File: src/rtl/cpu_sequencer.sv
// Instruction sequencer: owns the fetch pointer, a small return-address
// stack for CALL/RET, sticky stack-error flags and a RUN/HALT state.
module cpu_sequencer #(
    parameter int ADDR_W      = 8,
    parameter int STACK_DEPTH = 4,
    parameter int LVL_W       = $clog2(STACK_DEPTH + 1)
) (
    input  logic              clk,
    input  logic              reset,
    input  logic              enable,
    input  logic [2:0]        op,
    input  logic              cond,
    input  logic [ADDR_W-1:0] target,
    input  logic              resume,
    output logic [ADDR_W-1:0] instruction_pointer,
    output logic              halted,
    output logic [LVL_W-1:0]  stack_level,
    output logic              stack_overflow,
    output logic              stack_underflow
);

    localparam int IDX_W = (STACK_DEPTH > 1) ? $clog2(STACK_DEPTH) : 1;
    localparam logic [LVL_W-1:0] FULL_LVL = LVL_W'(STACK_DEPTH);

    localparam logic [2:0] OP_NEXT   = 3'd0;
    localparam logic [2:0] OP_JUMP   = 3'd1;
    localparam logic [2:0] OP_BRANCH = 3'd2;
    localparam logic [2:0] OP_CALL   = 3'd3;
    localparam logic [2:0] OP_RET    = 3'd4;
    localparam logic [2:0] OP_HALT   = 3'd5;

    typedef enum logic {
        ST_RUN  = 1'b0,
        ST_HALT = 1'b1
    } state_e;

    state_e            state_q, state_d;
    logic [ADDR_W-1:0] ip_q, ip_d;
    logic [LVL_W-1:0]  lvl_q, lvl_d;
    logic              ovf_q, ovf_d;
    logic              unf_q, unf_d;
    logic              push_en;

    logic [ADDR_W-1:0] stack_mem [STACK_DEPTH];

    logic [ADDR_W-1:0] ip_inc;
    logic [IDX_W-1:0]  push_idx;
    logic [IDX_W-1:0]  pop_idx;

    assign ip_inc   = ip_q + ADDR_W'(1);
    assign push_idx = IDX_W'(lvl_q);
    assign pop_idx  = IDX_W'(lvl_q - LVL_W'(1));

    // Next-state and next-output decode for one sequencing step.
    always_comb begin
        // NOTE: every signal gets a default first so no path leaves it unassigned and infers a latch.
        state_d = state_q;
        ip_d    = ip_q;
        lvl_d   = lvl_q;
        ovf_d   = ovf_q;
        unf_d   = unf_q;
        push_en = 1'b0;

        case (state_q)
            ST_RUN: begin
                if (enable) begin
                    case (op)
                        OP_JUMP:   ip_d = target;
                        OP_BRANCH: ip_d = cond ? target : ip_inc;
                        OP_CALL: begin
                            if (lvl_q < FULL_LVL) begin
                                push_en = 1'b1;
                                lvl_d   = lvl_q + LVL_W'(1);
                                ip_d    = target;
                            end else begin
                                ovf_d = 1'b1;
                                ip_d  = ip_inc;
                            end
                        end
                        OP_RET: begin
                            if (lvl_q != '0) begin
                                ip_d  = stack_mem[pop_idx];
                                lvl_d = lvl_q - LVL_W'(1);
                            end else begin
                                unf_d = 1'b1;
                                ip_d  = ip_inc;
                            end
                        end
                        // IP stays on the HALT instruction itself.
                        OP_HALT:   state_d = ST_HALT;
                        // OP_NEXT and the reserved encodings all advance.
                        default:   ip_d = ip_inc;
                    endcase
                end
            end
            ST_HALT: begin
                // enable and op are ignored while halted; only resume matters.
                if (resume) begin
                    state_d = ST_RUN;
                    ip_d    = ip_inc;
                end
            end
            default: state_d = ST_RUN;
        endcase
    end

    // State and output registers with synchronous reset.
    always_ff @(posedge clk) begin
        // NOTE: sequential state uses non-blocking assignment so every register samples pre-edge values.
        if (reset) begin
            state_q <= ST_RUN;
            ip_q    <= '0;
            lvl_q   <= '0;
            ovf_q   <= 1'b0;
            unf_q   <= 1'b0;
        end else begin
            state_q <= state_d;
            ip_q    <= ip_d;
            lvl_q   <= lvl_d;
            ovf_q   <= ovf_d;
            unf_q   <= unf_d;
        end
    end

    // Return-address storage; written on a successful CALL.
    always_ff @(posedge clk) begin
        // NOTE: the stack array has no reset; stack_level marks which entries are valid.
        if (push_en && !reset) begin
            stack_mem[push_idx] <= ip_inc;
        end
    end

    assign instruction_pointer = ip_q;
    assign halted              = (state_q == ST_HALT);
    assign stack_level         = lvl_q;
    assign stack_overflow      = ovf_q;
    assign stack_underflow     = unf_q;

endmodule

File: config.mk
export PLATFORM = sky130hd
export DESIGN_NAME = cpu_sequencer
export DESIGN_NICKNAME = d
export VERILOG_FILES = /design/src/rtl/cpu_sequencer.sv
export SDC_FILE = /design/constraint.sdc
export NUM_CORES = 1
export LEC_CHECK = 0
export BUFFER_PORTS_ARGS = -buffer_cell sky130_fd_sc_hd__buf_2
export CORE_MARGIN = 2
export CORE_UTILIZATION = 55
export CTS_BUF_LIST = sky130_fd_sc_hd__clkbuf_4 sky130_fd_sc_hd__clkbuf_8
export CTS_CLUSTER_SIZE = 16
export DETAILED_ROUTE_END_ITERATION = 8
export GPL_ROUTABILITY_DRIVEN = 0
export HOLD_SLACK_MARGIN = 0.08
export PLACE_DENSITY = 0.74
export SETUP_SLACK_MARGIN = 0.1
export SYNTH_ARGS = -nofsm -noshare
export SYNTH_HDL_FRONTEND = slang
export SYNTH_SLANG_ARGS = --single-unit
export TNS_END_PERCENT = 10
File: constraint.sdc
create_clock -name clk -period 2.4 [get_ports clk]
set_clock_uncertainty 0.1 [all_clocks]
set_input_delay 0 -clock clk [delete_from_list [all_inputs] [get_ports clk]]
set_output_delay 0 -clock clk [all_outputs]
set_load 0.1 [all_outputs]
# After elaboration in Yosys (flattened, before gate mapping)

Memory sizes are Yosys's and may differ from the RTL's.
Cells that the tools add are included.

Word-level logic and storage cells: 51
Bits in writable memories: 32
Output and inout port bits: 14
Input port bits: 16
Memories kept: 1
Flip-flop bits (word level): 14

Memory list:

| name      | depth | bits a word | rd ports | clocked after Yosys merged registers in | write ports | line | RTL |
|---|---|---|---|---|---|---|---|
| stack_mem | 4     | 8           | 1        | 0                                       | 1           | 44   | `logic [ADDR_W-1:0] stack_mem [STACK_DEPTH];` |

Multiplexer cells: 20
Equality and inequality tests: 10
Add/subtract/negate cells: 3
Bitwise gates (word level): 3
Order comparisons: 1
Reduce and logical (&&, ||, !) cells: 8

Operators with widths:

| cell                                                               | number |
|---|---|
| 8-bit two-way mux                                                  | 5 |
| 8-bit case mux with 5 select lines                                 | 1 |
| 8-bit case mux with 2 select lines                                 | 1 |
| 2-bit != test, second input constant                               | 5 |
| 1-bit two-way mux                                                  | 9 |
| 8-bit by 1-bit adder with 8-bit output, second input constant      | 1 |
| 4-bit AND reduction                                                | 2 |
| 3-bit by 2-bit == test with 1-bit output, second input constant    | 2 |
| 3-bit == test, second input constant                               | 2 |
| 3-bit two-way mux                                                  | 2 |
| 3-bit case mux with 2 select lines                                 | 1 |
| 5-bit AND reduction                                                | 1 |
| 3-bit by 1-bit adder with 3-bit output, second input constant      | 1 |
| 3-bit by 1-bit == test with 1-bit output, second input constant    | 1 |
| 3-bit < comparator, second input constant                          | 1 |
| 1-bit inverter                                                     | 3 |
| 3-bit AND reduction                                                | 1 |
| 3-bit nonzero test                                                 | 1 |
| 3-bit by 1-bit subtractor with 3-bit output, second input constant | 1 |
| 1-bit case mux with 2 select lines                                 | 1 |
| 2-bit nonzero test                                                 | 1 |
| 1-bit logical AND                                                  | 1 |
| 1-bit zero test                                                    | 1 |

# Depth between registers and ports, before layout

Depth after elaboration: 8
Gate-level depth with buffers: 7
Gate-level depth less buffers: 6

# Least setup slack after synthesis

No wires, ideal clock.

Path type: reg2reg
Start point: reg lvl_q[0], in the netlist stack_level[0]
End point: reg ip_q[2], in the netlist instruction_pointer[2]
Cell stages (with the launch flop): 8
Library setup time: 0.131 ns
Buffers on the path: 2
Slack: -0.522 ns
Required time: 2.169 ns
Data arrival time: 2.691 ns
Period minus slack after synthesis: 2.922 ns
Cells stage by stage: dfxtp_1 buf_2 inv_1 ha_1 clkbuf_1 mux4_2 a22oi_1 o32ai_1

Word-level cells in the longest chain between the ends: 6
Elaborated cells between the ends (all ways): 9
Classes of those cells: add/sub (1); order compare (1); mux (5); reduce/logical (1); memory (1)

Ends and longest elaborated chain:

| element                                     | line | RTL |
|---|---|---|
| start: declaration                          | 39   | `logic [LVL_W-1:0] lvl_q, lvl_d;` |
| start signal: assignment                    | 119  | `lvl_q <= lvl_d;` |
| 3-bit by 1-bit subtractor with 3-bit output | -    |  |
| memory read 4 x 8 bit                       | -    |  |
| 8-bit two-way mux                           | 81   | `if (lvl_q != '0) begin` |
| 8-bit case mux with 5 select lines *        | 67   | `case (op)` |
| 8-bit two-way mux *                         | 66   | `if (enable) begin` |
| 8-bit case mux with 2 select lines *        | 64   | `case (state_q)` |
| end signal: assignment                      | 118  | `ip_q <= ip_d;` |
| end: declaration                            | 38   | `logic [ADDR_W-1:0] ip_q, ip_d;` |

Mark *: on every way between the ends. The rest lies on a longest branch, timed or not. The select of a mux whose other input is x is not followed.
A chain may end at the register's enable or synchronous reset.

# Final worst setup path

Start point: reg state_q, in the netlist halted
End point: reg state_q, in the netlist halted

Word-level cells in the longest chain between the ends: 2

Ends and longest elaborated chain:

| element                              | line | RTL |
|---|---|---|
| start: declaration                   | 37   | `state_e state_q, state_d;` |
| start signal: assignment             | 117  | `state_q <= state_d;` |
| 1-bit inverter                       | -    |  |
| 1-bit case mux with 2 select lines * | 64   |  |

Mark *: on every way between the ends. The rest lies on a longest branch, timed or not.

==> results.cfg <==
[timing]
slew_headroom = 0.6763
clock.fmax_mhz = 445.7
tightest_slew_ns = 0.4889
timing.final.crit_share = 0.9349
rsz0062_at_grt = yes
tns_ns = 0
hold_viol = 0
setup_viol = 0
slew_viol_final = 0
fin_crit_ns = 2.244

[final_layout]
area_delta_synth_final_pct = 19.93
num-fill-cells = 284
layout-drive-gt1-share = 0.2735
design_area_um2 = 2665
nets = 244
diodes = 0

[power]
p_per_area_nw_per_um2 = 655.3
p_leak_nw = 0.9625
ir_drop_v = 0.0003998

[run_status]
status = finished clean

[die]
io_pins = 30
num_rows = 23
die_x_um = 67.56
start_util = 0.5636
core-area_um2 = 3943
dieArea_um2 = 4564
die_h_um = 67.56

[min_path]
hold_path.class = primary input to register
whs_path_depth = 4
holdCritStartpoint = op[0]
min_to = stack_underflow$_SDFFE_PP0P_

[drt]
detail-route-antenna-nets = 0
drc = 0
viasPerCell = 5.828
num_vias = 1591
drt_wl_total_um = 4618
wl_per_cell_um = 16.92
first_pass_iters = 5
drt_iter0_drc = 175

[yosys]
syn_nets = 200
syn_avg_cell_area_um2 = 12.48
yosysSeqAreaShare = 0.5586
yosys_warnings = 0
synth.cell_area_um2 = 2222
synth_cell_types = 43
ys_seq_elements = 46
synth_cells = 178

[critical_path]
rrSetupSlack_ns = 0.16
cp-start-kind = register
r2r_cells = 5
critPathMaxFanout = 10
r2r-start = halted$_SDFF_PP0_
cp-end-kind = register
cp.arrival_ns = 2.33
critPathKind = register to register
cp.required_ns = 2.48
reg2reg_to = halted$_SDFF_PP0_

[placement]
placed_area_um2 = 2427
io_buffer_count = 29
dpl.hpwl_um = 3389

[clocking]
numCtsBuffers = 5
path_clk_slew_ns = 0.09
clock_latency_ns = 0.29
clockBufferDepth = 2
root_buffer = clkbuf_8
postCtsSetupBuffers = 0
clock_sinks = 46
cts_tree = built
htreeDepth = 2

[global_routing]
antenna_found_initial = 0
grt_max_degree = 16
first_global_vias = 1473
grt_overflow = 0
grt_pass1_wl_um = 7320
grt_usage = 0.2219

[job]
drv_cap = 0
-- flip-flops by register name (all words and copies together), names as in the netlist --
register and count:
instruction_pointer 8, stack_overflow 1, stack_underflow 1, stack_mem 32, stack_level 3, halted 1
-- worst max-delay path, stage by stage, from the launching register on --
cell and delay [ns]:
dfxtp_2 0.44, and4bb_2 0.30, a21oi_1 0.14, dlygate4sd3_1 0.56, nor2_1 0.04, dlygate4sd3_1 0.56
-- through the flow --
stage	instances	utilization	total power [W]	hold WS (ns)	worst slack [ns]
floorplan	178	-	0.001118	0.009705	0.03969
global placement	253	0.6157	0.001179	0.1791	0.3140
detailed placement	253	0.6157	0.001187	0.1758	0.2669
CTS	273	0.6747	0.001755	0.1154	0.1817
global route	273	0.6760	0.001817	0.1426	0.1034
finish	273	0.6760	0.001746	0.1218	0.1563
-- metal layers --
metal / up-vias / routed length, um / global-route usage
met4: 0 / 19 / 0.05612
met5: - / 0 / 0
met1: 757 / 2150 / 0.3108
met2: 52 / 2151 / 0.3542
met3: 2 / 297 / 0.04667
li1: 780 / - / -
-- cells in the mapped netlist --
cell        n  area share
a211o_1     1      0.0039
a22oi_1     3       0.010
and4bb_2    2       0.011
o2111a_1    1      0.0051
o21ai_0     5       0.011
nand2b_1    2      0.0056
a21bo_1     1      0.0045
dfxtp_1    14        0.13
nor2b_1     3      0.0084
and4b_1     1      0.0045
o2111ai_1   1      0.0039
inv_1       4      0.0068
o31a_1      1      0.0039
or4_1       1      0.0034
o32ai_1     2      0.0079
nand3b_1    1      0.0034
o22ai_1     3      0.0084
o21a_1      3       0.010
nand3_1     4      0.0090
nor3b_4     1      0.0084
nand2_1     9       0.015
and2_1      4       0.011
a21oi_1    13       0.029
or3_1       1      0.0028
ha_1        6       0.034
a31oi_1     1      0.0028
xnor2_1     4       0.016
nor4_1      1      0.0028
a311oi_1    5       0.020
o211ai_1    2      0.0068
edfxtp_1   32        0.43
a211oi_1    1      0.0034
or3b_4      1      0.0051
nor2_1     15       0.025
mux4_2      8       0.081
nor3_1      6       0.014
mux2i_1     2      0.0090
nor3b_1     1      0.0034
clkbuf_1    3      0.0051
or2_2       4       0.011
xor2_1      1      0.0039
o31ai_1     1      0.0034
buf_2       3      0.0068
-- worst max path at each step --
stage                                        start  cells after the start                             endpoint  slack [ns]
6_report                         halted$_SDFF_PP0_                      5                    halted$_SDFF_PP0_        0.16
4_1_cts                          halted$_SDFF_PP0_                      5                    halted$_SDFF_PP0_        0.18
5_1_grt                          halted$_SDFF_PP0_                      5                    halted$_SDFF_PP0_        0.10
3_5_place_dp           stack_level[0]$_SDFFE_PP0P_                      6  instruction_pointer[4]$_SDFFE_PP0P_        0.27
3_3_place_gp           stack_level[0]$_SDFFE_PP0P_                      6  instruction_pointer[4]$_SDFFE_PP0P_        0.31
2_1_floorplan  instruction_pointer[1]$_SDFFE_PP0P_                      3            stack_mem[0][7]$_DFFE_PP_        0.04
-- placed cells by master, fill, tap and decap left out, types with 4 or more instances in the layout --
cell	instances
a311oi_1	5
nor2_1	15
o21ai_0	5
a21oi_1	13
nand3_1	4
or2_2	4
ha_1	6
xnor2_1	4
buf_2	29
dfxtp_2	4
dlygate4sd3_1	12
clkbuf_8	5
inv_1	4
edfxtp_1	32
and2_1	4
dfxtp_1	9
nand2_1	9
mux4_2	8
nor3_1	5
-- cell type report --
class,count,area (um2),share of cell area
clock buffers,5,68.82,0.02582
repair buffers,43,280.3,0.1052
clock inverters,3,43.79,0.01643
multi-input cells,122,944.7,0.3545
well taps,50,62.56,0.02347
flip-flops and latches,46,1250,0.4690
inverters,4,15.01,0.005634
-- cell families after synthesis --
family / count (synthesis) / share of synthesized area
AOI/OAI and AO/OA: 44 / 0.1346
xor gates and xnor gates: 5 / 0.01971
adders and majority gates: 6 / 0.03378
buffers and inverters: 10 / 0.01858
DFF: 46 / 0.5586
and+or+nand+nor: 57 / 0.1447
muxes: 10 / 0.09009
-- power breakdown --
| part | switching (W) | internal [W] |
|---|---|---|
| clock network | 0.000250 | 0.000312 |
| logic | 0.000200 | 0.0000937 |
| registers | 0.0000214 | 0.000870 |
| total | 0.000471 | 0.00128 |
-- timing repair --
| action | CTS | global route |
|---|---|---|
| gates resized for setup | 0 | 1 |
| hold buffers | 12 | 0 |
| endpoints found under the setup margin | 0 | 4 |
| endpoints found under the hold margin | 13 | 0 |
Power figures use the tool's default switching activity.
